File: config.mk
export PLATFORM = sky130hd
export DESIGN_NAME = prim_rec_ctrl_flat
export DESIGN_NICKNAME = d
export VERILOG_FILES = /design/src/rtl/prim_rec_ctrl_if.sv /design/src/rtl/prim_rec_ctrl.sv /design/src/flat_wrapper.sv
export SDC_FILE = /design/constraint.sdc
export NUM_CORES = 1
export LEC_CHECK = 0
export BUFFER_PORTS_ARGS = -buffer_cell sky130_fd_sc_hd__buf_4
export CAP_MARGIN = 0
export CORE_MARGIN = 2
export CORE_UTILIZATION = 38
export CTS_CLUSTER_SIZE = 20
export DETAILED_ROUTE_END_ITERATION = 10
export SYNTH_ARGS = -nofsm -noshare
export SYNTH_HDL_FRONTEND = slang
export SYNTH_SLANG_ARGS = --single-unit
File: constraint.sdc
create_clock -name CLK -period 3.42 [get_ports CLK]
set_clock_uncertainty 0.2 [all_clocks]
set_input_delay 0.684 -clock CLK [delete_from_list [all_inputs] [get_ports CLK]]
set_output_delay 0.684 -clock CLK [all_outputs]
set_load 0.005 [all_outputs]
File: src/rtl/prim_rec_ctrl_if.sv
// Bundle of the start/result handshake and the g/h sub-block handshakes
// around the primitive-recursion controller. Clock and reset stay outside.
interface prim_rec_ctrl_if #(
    parameter int WIDTH = 16,
    parameter int CNT_W = 16
);
    logic             ST;
    logic [CNT_W-1:0] IN_N;
    logic             RD;
    logic [WIDTH-1:0] RES;
    logic             ERR;
    logic             G_ST;
    logic             G_RD;
    logic [WIDTH-1:0] G_RES;
    logic             H_ST;
    logic             H_RD;
    logic [WIDTH-1:0] H_RES;
    logic [CNT_W-1:0] H_IDX;
    logic [WIDTH-1:0] H_ACC;

    // Controller side
    modport master (
        input  ST, IN_N, G_RD, G_RES, H_RD, H_RES,
        output RD, RES, ERR, G_ST, H_ST, H_IDX, H_ACC
    );

    // Requester / sub-block side
    modport slave (
        output ST, IN_N, G_RD, G_RES, H_RD, H_RES,
        input  RD, RES, ERR, G_ST, H_ST, H_IDX, H_ACC
    );
endinterface

File: src/rtl/prim_rec_ctrl.sv
// Sequencer for primitive recursion f(0)=g, f(i+1)=h(i,f(i)) (MODE 0) or
// bounded minimisation mu i.h(i)=0 with an iteration bound (MODE 1).
// The g and h blocks are external; this block issues one-cycle start pulses
// and reacts only to rising edges of their ready lines.
module prim_rec_ctrl #(
    parameter int WIDTH = 16,
    parameter int CNT_W = 16,
    parameter int MODE  = 0,
    parameter int LIMIT = 65535
) (
    input  logic           CLK,
    input  logic           RST,
    prim_rec_ctrl_if.master bus
);

    typedef enum logic [1:0] {
        IDLE  = 2'd0,
        G_RUN = 2'd1,
        H_RUN = 2'd2
    } state_t;

    localparam logic [CNT_W-1:0] LIMIT_C = CNT_W'(LIMIT);

    state_t           state, state_nxt;
    logic             st_p0, g_rd_p0, h_rd_p0;
    logic             armed_p0;
    logic [CNT_W-1:0] n_q, n_nxt;
    logic [CNT_W-1:0] idx_q, idx_nxt, idx_inc;
    logic [WIDTH-1:0] acc_q, acc_nxt;
    logic [WIDTH-1:0] res_q, res_nxt;
    logic             err_q, err_nxt;
    logic             rd_q, rd_nxt;
    logic             g_st_q, g_st_nxt;
    logic             h_st_q, h_st_nxt;
    logic             st_edge, g_edge, h_edge;

    // Zero-extend or truncate an index to the result width.
    function automatic logic [WIDTH-1:0] idx_to_res(input logic [CNT_W-1:0] v);
        logic [WIDTH+CNT_W-1:0] wide;
        wide = {{WIDTH{1'b0}}, v};
        return wide[WIDTH-1:0];
    endfunction

    // A start needs one clean sample after reset first, so an ST held high
    // through reset release is never mistaken for a fresh request.
    assign st_edge = bus.ST & ~st_p0 & armed_p0;
    assign g_edge  = bus.G_RD & ~g_rd_p0;
    assign h_edge  = bus.H_RD & ~h_rd_p0;

    // State, edge-detect history and all output registers.
    always_ff @(posedge CLK or negedge RST) begin
        if (!RST) begin
            state    <= IDLE;
            st_p0    <= 1'b0;
            g_rd_p0  <= 1'b0;
            h_rd_p0  <= 1'b0;
            armed_p0 <= 1'b0;
            n_q      <= '0;
            idx_q    <= '0;
            acc_q    <= '0;
            res_q    <= '0;
            err_q    <= 1'b0;
            rd_q     <= 1'b1;
            g_st_q   <= 1'b0;
            h_st_q   <= 1'b0;
        end else begin
            state    <= state_nxt;
            st_p0    <= bus.ST;
            g_rd_p0  <= bus.G_RD;
            h_rd_p0  <= bus.H_RD;
            armed_p0 <= 1'b1;
            n_q      <= n_nxt;
            idx_q    <= idx_nxt;
            acc_q    <= acc_nxt;
            res_q    <= res_nxt;
            err_q    <= err_nxt;
            rd_q     <= rd_nxt;
            g_st_q   <= g_st_nxt;
            h_st_q   <= h_st_nxt;
        end
    end

    // Next-state and next-output decision; start pulses default low so each
    // lasts exactly one cycle.
    always_comb begin
        state_nxt = state;
        n_nxt     = n_q;
        idx_nxt   = idx_q;
        acc_nxt   = acc_q;
        res_nxt   = res_q;
        err_nxt   = err_q;
        rd_nxt    = rd_q;
        g_st_nxt  = 1'b0;
        h_st_nxt  = 1'b0;
        idx_inc   = idx_q + CNT_W'(1);
        case (state)
            IDLE: begin
                if (st_edge) begin
                    rd_nxt  = 1'b0;
                    n_nxt   = bus.IN_N;
                    idx_nxt = '0;
                    err_nxt = 1'b0;
                    if (MODE == 0) begin
                        g_st_nxt  = 1'b1;
                        state_nxt = G_RUN;
                    end else begin
                        acc_nxt   = '0;
                        h_st_nxt  = 1'b1;
                        state_nxt = H_RUN;
                    end
                end
            end
            G_RUN: begin
                if (g_edge) begin
                    acc_nxt = bus.G_RES;
                    if (n_q == '0) begin
                        res_nxt   = bus.G_RES;
                        rd_nxt    = 1'b1;
                        state_nxt = IDLE;
                    end else begin
                        h_st_nxt  = 1'b1;
                        state_nxt = H_RUN;
                    end
                end
            end
            H_RUN: begin
                if (h_edge) begin
                    acc_nxt = bus.H_RES;
                    if (MODE == 0) begin
                        // Compare the incremented index so n = 2^CNT_W-1 ends before wrap.
                        idx_nxt = idx_inc;
                        if (idx_inc == n_q) begin
                            res_nxt   = bus.H_RES;
                            rd_nxt    = 1'b1;
                            state_nxt = IDLE;
                        end else begin
                            h_st_nxt = 1'b1;
                        end
                    end else begin
                        if (bus.H_RES == '0) begin
                            res_nxt   = idx_to_res(idx_q);
                            rd_nxt    = 1'b1;
                            state_nxt = IDLE;
                        end else if (idx_inc == LIMIT_C) begin
                            res_nxt   = '1;
                            err_nxt   = 1'b1;
                            rd_nxt    = 1'b1;
                            state_nxt = IDLE;
                        end else begin
                            idx_nxt  = idx_inc;
                            h_st_nxt = 1'b1;
                        end
                    end
                end
            end
            default: begin
                state_nxt = IDLE;
                rd_nxt    = 1'b1;
            end
        endcase
    end

    assign bus.RD    = rd_q;
    assign bus.RES   = res_q;
    assign bus.ERR   = err_q;
    assign bus.G_ST  = g_st_q;
    assign bus.H_ST  = h_st_q;
    assign bus.H_IDX = idx_q;
    assign bus.H_ACC = acc_q;

endmodule
File: src/flat_wrapper.sv
// flat-port wrapper written by rule: the top's interface ports become plain ports
module prim_rec_ctrl_flat 
#(
    parameter int WIDTH = 16,
    parameter int CNT_W = 16,
    parameter int MODE  = 0,
    parameter int LIMIT = 65535
)
  (CLK, RST, bus_ST, bus_IN_N, bus_G_RD, bus_G_RES, bus_H_RD, bus_H_RES, bus_RD, bus_RES, bus_ERR, bus_G_ST, bus_H_ST, bus_H_IDX, bus_H_ACC);
  prim_rec_ctrl_if #(.WIDTH(WIDTH), .CNT_W(CNT_W)) bus_i ();
  input  logic CLK;
  input  logic RST;
  input wire logic [$bits(bus_i.ST)-1:0] bus_ST;
  input wire logic [$bits(bus_i.IN_N)-1:0] bus_IN_N;
  input wire logic [$bits(bus_i.G_RD)-1:0] bus_G_RD;
  input wire logic [$bits(bus_i.G_RES)-1:0] bus_G_RES;
  input wire logic [$bits(bus_i.H_RD)-1:0] bus_H_RD;
  input wire logic [$bits(bus_i.H_RES)-1:0] bus_H_RES;
  output wire logic [$bits(bus_i.RD)-1:0] bus_RD;
  output wire logic [$bits(bus_i.RES)-1:0] bus_RES;
  output wire logic [$bits(bus_i.ERR)-1:0] bus_ERR;
  output wire logic [$bits(bus_i.G_ST)-1:0] bus_G_ST;
  output wire logic [$bits(bus_i.H_ST)-1:0] bus_H_ST;
  output wire logic [$bits(bus_i.H_IDX)-1:0] bus_H_IDX;
  output wire logic [$bits(bus_i.H_ACC)-1:0] bus_H_ACC;
  assign bus_i.ST = bus_ST;
  assign bus_i.IN_N = bus_IN_N;
  assign bus_i.G_RD = bus_G_RD;
  assign bus_i.G_RES = bus_G_RES;
  assign bus_i.H_RD = bus_H_RD;
  assign bus_i.H_RES = bus_H_RES;
  assign bus_RD = bus_i.RD;
  assign bus_RES = bus_i.RES;
  assign bus_ERR = bus_i.ERR;
  assign bus_G_ST = bus_i.G_ST;
  assign bus_H_ST = bus_i.H_ST;
  assign bus_H_IDX = bus_i.H_IDX;
  assign bus_H_ACC = bus_i.H_ACC;
  prim_rec_ctrl #(.WIDTH(WIDTH), .CNT_W(CNT_W), .MODE(MODE), .LIMIT(LIMIT)) u_core (.CLK(CLK), .RST(RST), .bus(bus_i));
endmodule
# [Yosys cells after proc, flatten, opt, wreduce, memory -nomap -nowiden]
# Cells that the tools add are included.
# Widths: inputs -> output; s select.
[totals] ff_bits=73 in_bits=53 output_inout_bits=52 word_cells=68
[op_classes] addsub=1 n_eq_ne=8 muxes=30 n_bitwise=7 n_reduce_logical=10
[op_table] cell="$mux 16" count=8
[op_table] cell="$pmux 16 s2" count=3
[op_table] cell="$add 16x1->16 const B" count=1
[op_table] cell="$eq 16x16->1" count=1
[op_table] cell="$logic_not 16->1" count=1
[op_table] cell="$mux 1" count=11
[op_table] cell="$mux 2" count=5
[op_table] cell="$ne 2x1->1 const B" count=5
[op_table] cell="$reduce_and 5->1" count=2
[op_table] cell="$pmux 2 s3" count=1
[op_table] cell="$reduce_and 3->1" count=2
[op_table] cell="$and 1x1->1" count=4
[op_table] cell="$reduce_and 4->1" count=1
[op_table] cell="$reduce_bool 2->1" count=2
[op_table] cell="$not 1->1" count=3
[op_table] cell="$pmux 1 s3" count=1
[op_table] cell="$eq 2x1->1 const B" count=1
[op_table] cell="$eq 2x2->1 const B" count=1
[op_table] cell="$logic_not 2->1" count=1
[op_table] cell="$pmux 1 s2" count=1
[op_table] cell="$reduce_and 2->1" count=1

# [Longest topological paths before layout]
[logic_depth] depth_word=5 depth_mapped=10 mapped_depth_nobuf=8

# [Least setup slack after synthesis]
# OpenSTA, ideal clock, no wires.
[synth_path] path_kind="register -> register" from="register u_core.idx_q[1] (netlist: u_core.bus.H_IDX[1])" to="register u_core.res_q[10] (netlist: u_core.bus.RES[10])" setup_time_ns=0.128 arrival_time_ns=2.649 required_time_ns=3.092 setup_slack_ns=0.443 stages_incl_launch_ff=11 path_buffers=2 synth_period_minus_slack_ns=2.977 cell_sequence="dfrtp_1 ha_1 and3_1 clkbuf_2 or4_1 a21boi_1 o311ai_1 nor4_4 o211ai_4 buf_6 mux2i_1"
[synth_between] elab_chain_cells=4
[synth_lines] item="start: declaration" line_no="prim_rec_ctrl.sv:28" source="logic [CNT_W-1:0] idx_q, idx_nxt, idx_inc;"
[synth_lines] item="start signal: assignment" line_no="prim_rec_ctrl.sv:73" source="idx_q <= idx_nxt;"
[synth_lines] item="$add 16x1->16" line_no="prim_rec_ctrl.sv:95" source="idx_inc = idx_q + CNT_W'(1);"
[synth_lines] item="$eq 16x16->1" line_no="prim_rec_ctrl.sv:132" source="if (idx_inc == n_q) begin"
[synth_lines] item="$ne 2x1->1 (no source line)"
[synth_lines] item="$reduce_and 5->1 (no source line)"
[synth_lines] item="end signal: assignment" line_no="prim_rec_ctrl.sv:75" source="res_q <= res_nxt;"
[synth_lines] item="end: declaration" line_no="prim_rec_ctrl.sv:30" source="logic [WIDTH-1:0] res_q, res_nxt;"
# No other way between the ends.
# A chain may end at the register's enable or synchronous reset.

# [Final worst setup path]
[layout_path] from="register u_core.idx_q[1] (netlist: u_core.bus.H_IDX[1])" to="register u_core.res_q[9] (netlist: u_core.bus.RES[9])"
# Same word-level chain as after synthesis.

==> summary.md <==
| Metric | Value |
|---|---|
| Fmax | `0.3157 GHz` |
| Syn_area_per_cell | `9.522 µm²` |
| Synth-to-Final Area Change | `28.06%` |
| Skew-Pair Late Insertion Delay | `360 ps` |
| Die width | `104.1 µm` |
| Std-Cell Core Area | `9729 µm²` |
| Multiplexer share of the synthesized area | `9.297%` |
| Tmin final | `3168 ps` |
| Max incr delay on CP | `530 ps` |
| DRT Pass-1 Iters | `4` |
| Maximum root-to-sink buffer count | `2` |
| Final Hold Fails | `0` |
| Row cnt | `36` |
| Tightest Pin Transition | `912.6 ps` |
| Port buffer count | `103` |
| Final core occ | `50.13%` |
| CP max-delay cell | `or4_1` |
| Synth Cell Area | `3809 µm²` |
| Worst EP required | `3450 ps` |
| First-pass GRT wire length | `16,230 µm` |
| VDD IR max | `0.4252 mV` |
| CP top delay family | `simple AND/OR/NAND/NOR gates` |
| Most instantiated library cell after synthesis | `dfrtp_1` |
| Async S/R FF share, synth | `100.0%` |
| Post-CTS sizing | `0` |
| CTS buffer count | `9` |
| # fillers | `964` |
| Post-synth top cells | `dfrtp_1 (72), nand2_1 (65), mux2i_1 (32)` |
| Antenna-violating nets left | `0` |
| Yosys top cell by area | `dfrtp_1` |
| Setup TNS Final | `0 ps` |
| Vias per inst | `5.153` |
| Post-Synthesis Cells | `400` |
| Final nets | `555` |
| Ant diodes | `0` |
| Final slew viol count | `0` |
| Adder-Cell Fraction of Synth Area | `1.314%` |
| CP bufs+invs | `1` |
| Simple-gate share of the synthesized area | `18.99%` |
| Full die area | `10,840 µm²` |
| Multi-input gate area | `1800 µm²` |
| Main combinational cell family by area after synthesis | `simple AND/OR/NAND/NOR gates` |
| Antenna violations before repair | `0` |
| Layout cell share with drive strength beyond 1 | `26.44%` |
| Vias in the first global route | `3,264` |
| Routability Congestion | `0.8365` |
| GR Util All Layers | `18.63%` |
| Largest net degree at the start of global routing | `74` |
| Path type of the worst min-delay path | `input pin to register` |
| Sequential area share after synthesis | `48.00%` |
| Maximum fanout along the worst path | `15` |
| Seq cells post-synth | `73` |
| Post-synth EDFFs | `0` |
| Reg clk slew, reported paths | `80 ps` |
| Die H | `104.1 µm` |
| WL/cell | `15.12 µm` |
| CTS tree | `done` |
| Period utilization | `92.62%` |
| I/O pin cnt | `105` |
| Worst-path cell chain | `ha_1 -> and3_1 -> or4_1 -> a21boi_1 -> o311ai_1 -> nor4_4 -> o211ai_4 -> buf_4 -> mux2i_1` |
| Final Setup Violations | `0` |
| Max-cap violations | `0` |
| Setup bufs post-CTS | `0` |
| Register area | `1828 µm²` |
| Most common flop cell mapped by yosys | `dfrtp_1` |
| Synth top area share | `47.31%` |
| Worst slew margin | `39.16%` |
| Power Dens Cells | `770.1 nW/µm²` |
| Via count | `3,277` |
| Initial core utilization | `39.15%` |
| Drt total wl | `9614 µm` |
| Distinct cell type count after synthesis | `55` |
| Root Driver | `clkbuf_8` |
| Crit path launch type | `register` |
| CTS Hold Bufs | `0` |
| Residual DRC | `0` |
| Grt ovf | `0` |
| Critical path class | `register to register` |
| RSZ-0062 raised after global routing | `no` |
| Crit path arrival time | `3200 ps` |
| Clk sink count | `73` |
| Ys Warns | `0` |
| Synth top area cells | `dfrtp_1 (47%), mux2i_1 (8.4%), nand2_1 (6.4%)` |
| Syn_nets | `457` |
| # H-tree levels | `3` |
| Compound-gate portion of the synthesized area | `12.98%` |
| Leakage | `2.343 nW` |
| CP Capture Type | `register` |
| Initial DRC count | `179` |
| Status | `finished, final reports clean` |
| Post-DP HPWL | `6921 µm` |
| Post-Synth XOR/XNOR Area | `4.369%` |
[power by group]
part / internal (mW) / total [mW] / leakage, nW / switching [mW]
Sequential: 1.19 / 1.44 / 0.894 / 0.250
Combinational: 0.808 / 1.62 / 1.35 / 0.813
Clock: 0.342 / 0.697 / 0.0962 / 0.355
Total: 2.34 / 3.76 / 2.34 / 1.42
[routing by layer]
metal	vias up	global-route usage (%)	part of all wire, %
met1	1561	23.99	43
met2	123	29.65	47
met4	0	6.371	0.97
met5	-	0	0
li1	1584	-	-
met3	9	5.952	9.2
[metrics by stage]
stage                     hold slack, ps  worst slack [ps]  cells  cell area (µm²)  power, mW
final                              240.8             252.4    636             4877      3.756
after CTS                          227.6             182.8    636             4872      3.805
after global placement             292.2             279.6    620             4672      3.050
after detailed placement           297.7             208.3    620             4672      3.092
after floorplan                    188.4             443.1    400             3809      2.428
after global routing               227.1             18.53    636             4877      4.044
[path summary, 6_finish.rpt]
path	start	end	slack, ps	depth (start not counted)
max	u_core.bus.H_IDX[1]	u_core.bus.RES[9]	250	9
min	bus_G_RD	u_core.g_rd_p0	240	1
max reg2reg	u_core.bus.H_IDX[1]	u_core.bus.RES[9]	250	9
min reg2reg	u_core.bus.RD	u_core.bus.RD	310	1
max in group asynchronous	RST	u_core.bus.H_ACC[6]	2170	1
min in group asynchronous	RST	u_core.bus.H_IDX[3]	260	1
[sequential cells by signal, indices dropped and copies added (netlist names), 2 cells and up]
| register | flops |
|---|---|
| u_core.bus.H_IDX | 16 |
| u_core.state | 2 |
| u_core.bus.H_ACC | 16 |
| u_core.bus.RES | 16 |
| u_core.n_q | 16 |
[cells in the final DEF (no fill, tap or decap), types with 5 or more instances in the layout]
cell,netlist,final
xnor2_1,13,13
nand4_1,5,5
o31ai_1,8,8
nor2_1,31,31
dfrtp_1,72,72
inv_1,18,18
nor4_1,7,7
nand3_1,7,6
clkbuf_8,0,9
nor3_1,6,6
mux2i_1,32,32
xor2_1,6,6
nand2b_1,5,5
a21oi_1,22,22
buf_4,2,108
o21ai_0,22,22
nand2_1,65,65
[logic make-up (layout without fill, tap and decap cells)]
group | after synthesis | count (layout)
compound gates | 76 | 76
xor+xnor | 19 | 19
simple gates | 151 | 151
fa+ha+maj | 4 | 4
mux | 35 | 35
buf+inv | 40 | 143
other cells | 2 | 2
flops | 73 | 73
[cell type report]
cell class,count,area share [%]
Timing Repair Buffer,108,16.62
Tap cell,133,3.412
Multi-Input combinational cell,287,36.92
Inverter,19,1.462
Clock inverter,7,1.565
Clock buffer,9,2.540
Sequential cell,73,37.48
[worst reg2reg max path, cell delays in order, from the launching register on]
cell and delay [ps]:
dfrtp_1 460, ha_1 300, and3_1 240, or4_1 530
a21boi_1 170, o311ai_1 190, nor4_4 460, o211ai_4 110
buf_4 240, mux2i_1 150
Power figures use the tool's default switching activity.
